===== src/rtl/calc1_pkg.sv =====
// Shared constants and state encoding for the calc1 port responder.
package calc1_pkg;

    localparam logic [0:3] CMD_NONE = 4'd0;
    localparam logic [0:3] CMD_ADD  = 4'd1;
    localparam logic [0:3] CMD_SUB  = 4'd2;
    localparam logic [0:3] CMD_SHL  = 4'd5;
    localparam logic [0:3] CMD_SHR  = 4'd6;

    localparam logic [0:1] RESP_NONE = 2'd0;
    localparam logic [0:1] RESP_OK   = 2'd1;
    localparam logic [0:1] RESP_ERR  = 2'd2;

    typedef enum logic [1:0] {
        ST_IDLE,
        ST_OPND2,
        ST_EXEC,
        ST_RESP
    } state_e;

endpackage


===== src/rtl/calc1_alu.sv =====
// Combinational calc1 ALU: add/sub with overflow detection, logical shifts,
// and mapping of unknown command codes to an error response.
module calc1_alu
    import calc1_pkg::*;
(
    input  logic [0:3]  cmd,
    input  logic [0:31] op1,
    input  logic [0:31] op2,
    output logic [0:1]  resp,
    output logic [0:31] data
);

    logic [32:0] sum;
    logic [4:0]  shamt;

    assign sum   = {1'b0, op1} + {1'b0, op2};
    // Only the five least significant bits of op2 select the shift distance.
    assign shamt = op2[27:31];

    always_comb begin
        resp = RESP_ERR;
        data = '0;
        case (cmd)
            CMD_ADD: begin
                if (!sum[32]) begin
                    resp = RESP_OK;
                    data = sum[31:0];
                end
            end
            CMD_SUB: begin
                if (op2 <= op1) begin
                    resp = RESP_OK;
                    data = op1 - op2;
                end
            end
            CMD_SHL: begin
                resp = RESP_OK;
                data = op1 << shamt;
            end
            CMD_SHR: begin
                resp = RESP_OK;
                data = op1 >> shamt;
            end
            default: begin
                resp = RESP_ERR;
                data = '0;
            end
        endcase
    end

endmodule


===== src/rtl/calc1_port_responder.sv =====
// DUT-side end of one calc1 port: two-cycle request capture, fixed-latency
// execute, one-cycle registered response.
module calc1_port_responder
    import calc1_pkg::*;
#(
    parameter int unsigned LATENCY = 3
) (
    input  logic        c_clk,
    input  logic        reset_n,
    input  logic [0:3]  req_cmd_in,
    input  logic [0:31] req_data_in,
    output logic [0:1]  out_resp,
    output logic [0:31] out_data,
    output logic        busy
);

    localparam logic [3:0] CNT_LOAD = 4'(LATENCY - 1);

    state_e      state_q, state_d;
    logic [0:3]  cmd_q,   cmd_d;
    logic [0:31] op1_q,   op1_d;
    logic [0:31] op2_q,   op2_d;
    logic [3:0]  cnt_q,   cnt_d;
    logic [0:1]  resp_q,  resp_d;
    logic [0:31] data_q,  data_d;
    logic        busy_q,  busy_d;

    logic [0:1]  alu_resp;
    logic [0:31] alu_data;

    calc1_alu u_alu (
        .cmd  (cmd_q),
        .op1  (op1_q),
        .op2  (op2_q),
        .resp (alu_resp),
        .data (alu_data)
    );

    always_ff @(posedge c_clk or negedge reset_n) begin
        if (!reset_n) begin
            state_q <= ST_IDLE;
            cmd_q   <= CMD_NONE;
            op1_q   <= '0;
            op2_q   <= '0;
            cnt_q   <= '0;
            resp_q  <= RESP_NONE;
            data_q  <= '0;
            busy_q  <= 1'b0;
        end else begin
            state_q <= state_d;
            cmd_q   <= cmd_d;
            op1_q   <= op1_d;
            op2_q   <= op2_d;
            cnt_q   <= cnt_d;
            resp_q  <= resp_d;
            data_q  <= data_d;
            busy_q  <= busy_d;
        end
    end

    always_comb begin
        state_d = state_q;
        cmd_d   = cmd_q;
        op1_d   = op1_q;
        op2_d   = op2_q;
        cnt_d   = cnt_q;
        busy_d  = busy_q;
        // Response registers self-clear so a result is visible for one cycle only.
        resp_d  = RESP_NONE;
        data_d  = '0;
        case (state_q)
            ST_IDLE: begin
                if (req_cmd_in != CMD_NONE) begin
                    cmd_d   = req_cmd_in;
                    op1_d   = req_data_in;
                    busy_d  = 1'b1;
                    state_d = ST_OPND2;
                end
            end
            ST_OPND2: begin
                op2_d   = req_data_in;
                cnt_d   = CNT_LOAD;
                state_d = ST_EXEC;
            end
            ST_EXEC: begin
                if (cnt_q == 4'd0) begin
                    resp_d  = alu_resp;
                    data_d  = alu_data;
                    state_d = ST_RESP;
                end else begin
                    cnt_d = cnt_q - 4'd1;
                end
            end
            ST_RESP: begin
                busy_d  = 1'b0;
                state_d = ST_IDLE;
            end
            default: begin
                state_d = ST_IDLE;
            end
        endcase
    end

    assign out_resp = resp_q;
    assign out_data = data_q;
    assign busy     = busy_q;

endmodule


===== config.mk =====
export PLATFORM = sky130hd
export DESIGN_NAME = calc1_port_responder
export DESIGN_NICKNAME = d
export VERILOG_FILES = /design/src/rtl/calc1_pkg.sv /design/src/rtl/calc1_alu.sv /design/src/rtl/calc1_port_responder.sv
export SDC_FILE = /design/constraint.sdc
export NUM_CORES = 1
export LEC_CHECK = 0
export CORE_MARGIN = 5
export CORE_UTILIZATION = 60
export DETAILED_ROUTE_END_ITERATION = 7
export PLACE_DENSITY = 0.81
export REMOVE_ABC_BUFFERS = 1
export SLEW_MARGIN = 5
export SYNTH_ARGS = -nofsm -noshare
export SYNTH_HDL_FRONTEND = slang
export SYNTH_SLANG_ARGS = --single-unit

===== constraint.sdc =====
create_clock -name c_clk -period 5.8 [get_ports c_clk]
set_clock_uncertainty 0.2 [all_clocks]
set_input_delay 1.45 -clock c_clk [delete_from_list [all_inputs] [get_ports c_clk]]
set_output_delay 1.45 -clock c_clk [all_outputs]
set_load 0.02 [all_outputs]

=== Word-level counts from Yosys, hierarchy flattened ===
Index checks and enable logic that the tools add are counted.

* Output and inout port bits: 35
* Word-level logic and storage cells: 51
* Flip-flop bits (word level): 109

* Eq/ne operators: 10
* Shift operators: 2
* Mux-type cells: 17
* Add/sub/neg operators: 3
* Reduce and logical (&&, ||, !) cells: 10
* Magnitude comparators: 1

{| class="wikitable"
|+ Operators by type and width
! operator !! number
|-
| 32-bit two-way mux || 4
|-
| 32-bit one-hot mux with 4 select lines || 1
|-
| 32-bit by 32-bit adder with 33-bit output || 1
|-
| 32-bit <= comparator || 1
|-
| 32-bit by 5-bit << shifter with 32-bit output || 1
|-
| 32-bit by 5-bit >> shifter with 32-bit output || 1
|-
| 32-bit subtractor || 1
|-
| 2-bit two-way mux || 6
|-
| 4-bit by 3-bit == test with 1-bit output, second input constant || 2
|-
| 2-bit one-hot mux with 4 select lines || 1
|-
| 4-bit one-hot mux with 2 select lines || 1
|-
| 2-bit AND reduction || 4
|-
| 2-bit != test, second input constant || 3
|-
| 2-bit one-hot mux with 3 select lines || 1
|-
| 2-bit == test, second input constant || 2
|-
| 4-bit by 1-bit == test with 1-bit output, second input constant || 1
|-
| 4-bit by 2-bit == test with 1-bit output, second input constant || 1
|-
| 4-bit zero test || 1
|-
| 4-bit two-way mux || 1
|-
| 2-bit nonzero test || 2
|-
| 4-bit nonzero test || 1
|-
| 4-bit by 1-bit subtractor with 4-bit output, second input constant || 1
|-
| 2-bit by 1-bit == test with 1-bit output, second input constant || 1
|-
| 2-bit zero test || 1
|-
| 3 further kinds || 3
|}

=== Logic depth before layout (Yosys ltp) ===
* Depth after elaboration: 5
* Gate-level depth with buffers: 16
* Mapped depth without buffers: 12

=== Hierarchy ===
From an unflattened synthesis, not the netlist that was laid out.

* Cell total of the unflattened synthesis: 1336
* Area total of the unflattened synthesis: 11028.1 µm²

{| class="wikitable"
|+ By module, submodules not included
! module !! cells each !! instances !! area each (µm²) !! sequential area each (µm²)
|-
| calc1_alu || 1070 || 1 || 6969.2 || 0.0
|-
| calc1_port_responder || 266 || 1 || 4058.9 || 2727.6
|}

=== Worst setup path after synthesis ===
No wires, ideal clock.

* Kind: reg-to-reg
* Start point: register op2_q[30] (netlist name)
* End point: register data_q (netlist bit out_data[2])
* Arrival: 3.850 ns
* Setup slack: 1.668 ns
* Required time: 5.518 ns
* Buffers on the path: 4
* Cell stages (with the launch flop): 16
* Cells stage by stage: dfrtp_1 > clkbuf_1 > clkinv_1 > buf_1 > buf_1 > fa_1 > nor2_2 > o311ai_4 > a2111oi_2 > or4_4 > a21o_4 > a31oi_4 > buf_6 > nand2_1 > mux2_2 > a31oi_1

* Word-level cells in the longest chain between the ends: 5

{| class="wikitable"
|+ RTL lines
! item !! line !! text
|-
| start, declared || calc1_port_responder.sv:22 || <nowiki>logic [0:31] op2_q, op2_d;</nowiki>
|-
| start signal, assigned || calc1_port_responder.sv:53 || <nowiki>op2_q <= op2_d;</nowiki>
|-
| 32-bit subtractor, or another cell as far along || calc1_alu.sv:33 || <nowiki>data = op1 - op2;</nowiki>
|-
| 32-bit two-way mux (on tied branches) || calc1_alu.sv:31, calc1_alu.sv:25 ||
|-
| 32-bit one-hot mux with 4 select lines * || calc1_alu.sv:23 || <nowiki>case (cmd)</nowiki>
|-
| 32-bit two-way mux * || calc1_port_responder.sv:86 || <nowiki>if (cnt_q == 4'd0) begin</nowiki>
|-
| 32-bit two-way mux * || calc1_port_responder.sv:71 || <nowiki>case (state_q)</nowiki>
|-
| net data_d (one bit) || calc1_port_responder.sv:25 || <nowiki>logic [0:31] data_q, data_d;</nowiki>
|-
| end signal, assigned || calc1_port_responder.sv:56 || <nowiki>data_q <= data_d;</nowiki>
|-
| end, declared || calc1_port_responder.sv:25 ||
|}

The timed path passes the listed nets; every way through them passes the cells marked *.
A chain may end at the register's enable or synchronous reset.

=== Worst setup path in the final report ===
* Start point: register op2_q[31] (netlist name)
* End point: register data_q (netlist bit out_data[15])

Same word-level chain as after synthesis.

==> flow_metrics.tcl <==
set metrics [dict create \
    start_util_pct 61.09 \
    n_antenna_cell 0 \
    syn2layout_area_growth_pct 9.374 \
    path_common_cell "buf_4" \
    maxSlewViolCount 0 \
    clkSlewWorstSetupHoldPaths_ns 0.08 \
    avgViaCountPerCell 6.963 \
    end_kind "register" \
    clockBufferDepth 2 \
    dp_hpwl_um 28800 \
    htreeDepth 3 \
    dr.pass1.iters 6 \
    grtUsageMet2_pct 50.51 \
    clock.fmax_mhz 225.3 \
    wirelength_um 38080 \
    cts-hold-fix-buffers 0 \
    cts-root-buf "clkbuf_16" \
    grt_pass1_vias 10350 \
    grtUsageTotal_pct 34.53 \
    rsz0062_at_grt "no" \
    num_io_pins 73 \
    async_flop_share_pct 100.0 \
    die_width_um 145.5 \
    port_buffers 72 \
    drtIter0Drc 1701 \
    gr-usage-met1_pct 49.72 \
    placeableCoreArea_mm2 0.01802 \
    start_kind "register" \
    final_util_pct 66.82 \
    syn_avg_cell_area_um2 8.003 \
    synth.most_common_cell "a21oi_1" \
    synth_top_flop_cell "dfrtp_1" \
    hold_class "reg -> reg" \
    synth_edf_count 0 \
    numCtsBuffers 9 \
    die_area_mm2 0.02116 \
    synth-seq-cells 109 \
    cts_tree "done" \
    worstMarginPinSlew_ns 1.168 \
    top_usage_layer "met2" \
    min_period_ns 4.439 \
    fin_setup_tns_ns 0 \
    setup_viol 0 \
    hold_viol 0 \
    cts.sinks 109 \
    drt-wirelength-per-cell_um 23.70 \
    fillerInstances 1576 \
    dr_total_vias 11190 \
    crit_type "reg -> reg" \
    worst_path_largest_cell_delay_ns 0.54 \
    finalNetCount 1484 \
    cts_resized 0 \
    yosysWarnings 0 \
    antenna_found_initial 2 \
    grt_remaining_overflow 0 \
    synthCells 1376 \
    placement_rows 49 \
    layout-drive-gt1-share_pct 9.216 \
    grt_pass1_wl_um 59000 \
    required_ns 5.88 \
    netlist_top_cells_count "a21oi_1, nand2_1, nor2_1" \
    final.period_utilization_pct 76.54 \
    synth_top_area_share_pct 24.77 \
    outcome "completed" \
    max_slew_margin_pct 22.14 \
    gp_congestion 1.025 \
    synth_cell_types 79 \
    synthTopCellsByArea "dfrtp_1, ha_1, a21oi_1" \
    cap_violations 0 \
    cp.arrival_ns 4.52 \
    antenna_left 0 \
    grt_max_degree 87 \
    cpMaxStageDelayCell "o22ai_2" \
    cts_setup_buffers 0 \
    clock_latency_ns 0.37 \
    syn-cell-area_mm2 0.01101 \
    die_y_um 145.5 \
    remaining_drc_errors 0 \
    path_max_fanout 86 \
    ys_seq_area_share_pct 24.77 \
    cp_cell_sequence "buf_4 > ha_1 > fa_1 > nor2b_1 > o31a_1 > o221ai_1 > a32o_1 > o22ai_2 > buf_4 > a221o_1 > o21ai_0 > a31oi_1" \
    synth_area_leader_cell "dfrtp_1" \
    use_met3_pct 8.128 \
]
==> layout by cell type (no fill, tap or decap), drive strengths merged, types with 15 or more instances in the layout <==
master and count:
clkdlybuf4s50 71, dfrtp 109, nor2b 23, a211oi 29, mux2 50, nand2 124, a31oi 29, o22ai 26
nand2b 17, nor3 26, nor2 121, a21o 17, mux4 20, nand3 24, a21oi 134, mux2i 59
o21ai 106, inv 78, nor4 15, ha 71, xnor2 21
==> cell families (layout without fill, tap and decap cells) <==
family	after synthesis	count (layout)	synth area share, %
xor+xnor	23	23	1.829
flops	109	109	24.77
simple gates	397	397	16.71
mux	129	129	14.57
fa+ha+maj	73	73	8.431
compound gates	467	467	27.34
buf+inv	178	180	6.351
==> flip-flops by register name (all words and copies together) (netlist names) <==
name	count
out_data	32
out_resp	2
busy	1
op2_q	32
cnt_q	4
state_q	2
op1_q	32
cmd_q	4
==> path summary, 6_finish.rpt <==
kind	startpoint	to	depth (start not counted)	slack, ns
max in group asynchronous	reset_n	op2_q[5]$_DFFE_PN0P_	2	3.21
min in group asynchronous	reset_n	op2_q[25]$_DFFE_PN0P_	1	0.85
hold reg to reg	cnt_q[0]$_DFFE_PN0P_	cnt_q[0]$_DFFE_PN0P_	1	0.31
hold / removal	cnt_q[0]$_DFFE_PN0P_	cnt_q[0]$_DFFE_PN0P_	1	0.31
setup reg to reg	op2_q[31]$_DFFE_PN0P_	out_data[15]$_DFF_PN0_	12	1.36
setup / recovery	op2_q[31]$_DFFE_PN0P_	out_data[15]$_DFF_PN0_	12	1.36
==> metrics by stage <==
stage | hold WS [ns] | cells | worst slack (ns) | instance area [µm²]
2_1_floorplan | 0.2546 | 1277 | -0.1125 | 10610
3_3_place_gp | 0.2821 | 1591 | 1.613 | 11740
3_5_place_dp | 0.2986 | 1591 | 1.493 | 11740
4_1_cts | 0.3117 | 1607 | 1.470 | 12040
5_1_grt | 0.3418 | 1607 | 1.134 | 12040
6_report | 0.3091 | 1607 | 1.361 | 12040
==> worst max-delay path: cells and delay by family, from the launching register on <==
family | cells | cell delay [ns]
compound gates | 7 | 1.90
fa+ha+maj | 2 | 0.79
buf+inv | 2 | 0.79
flops | 1 | 0.48
simple gates | 1 | 0.18
==> layer usage <==
layer / wire length (µm) / up-vias
met5: 29 / -
met4: 1490 / 4
met3: 4402 / 121
met2: 16290 / 716
met1: 15870 / 5308
li1: - / 5041
==> cell type report <==
type,count,area (µm²),area share (%)
multi-input combinational,1089,7604,63.13
inverter,79,296.5,2.462
clock buffer,9,225.2,1.870
clock inverter,7,82.58,0.6856
tap,229,286.5,2.379
sequential,109,2734,22.70
timing repair buffer,85,815.8,6.773
Power is left out: the tool's default activity adds up to more than one toggle a clock period on the data nets, which glitch-free logic cannot reach.
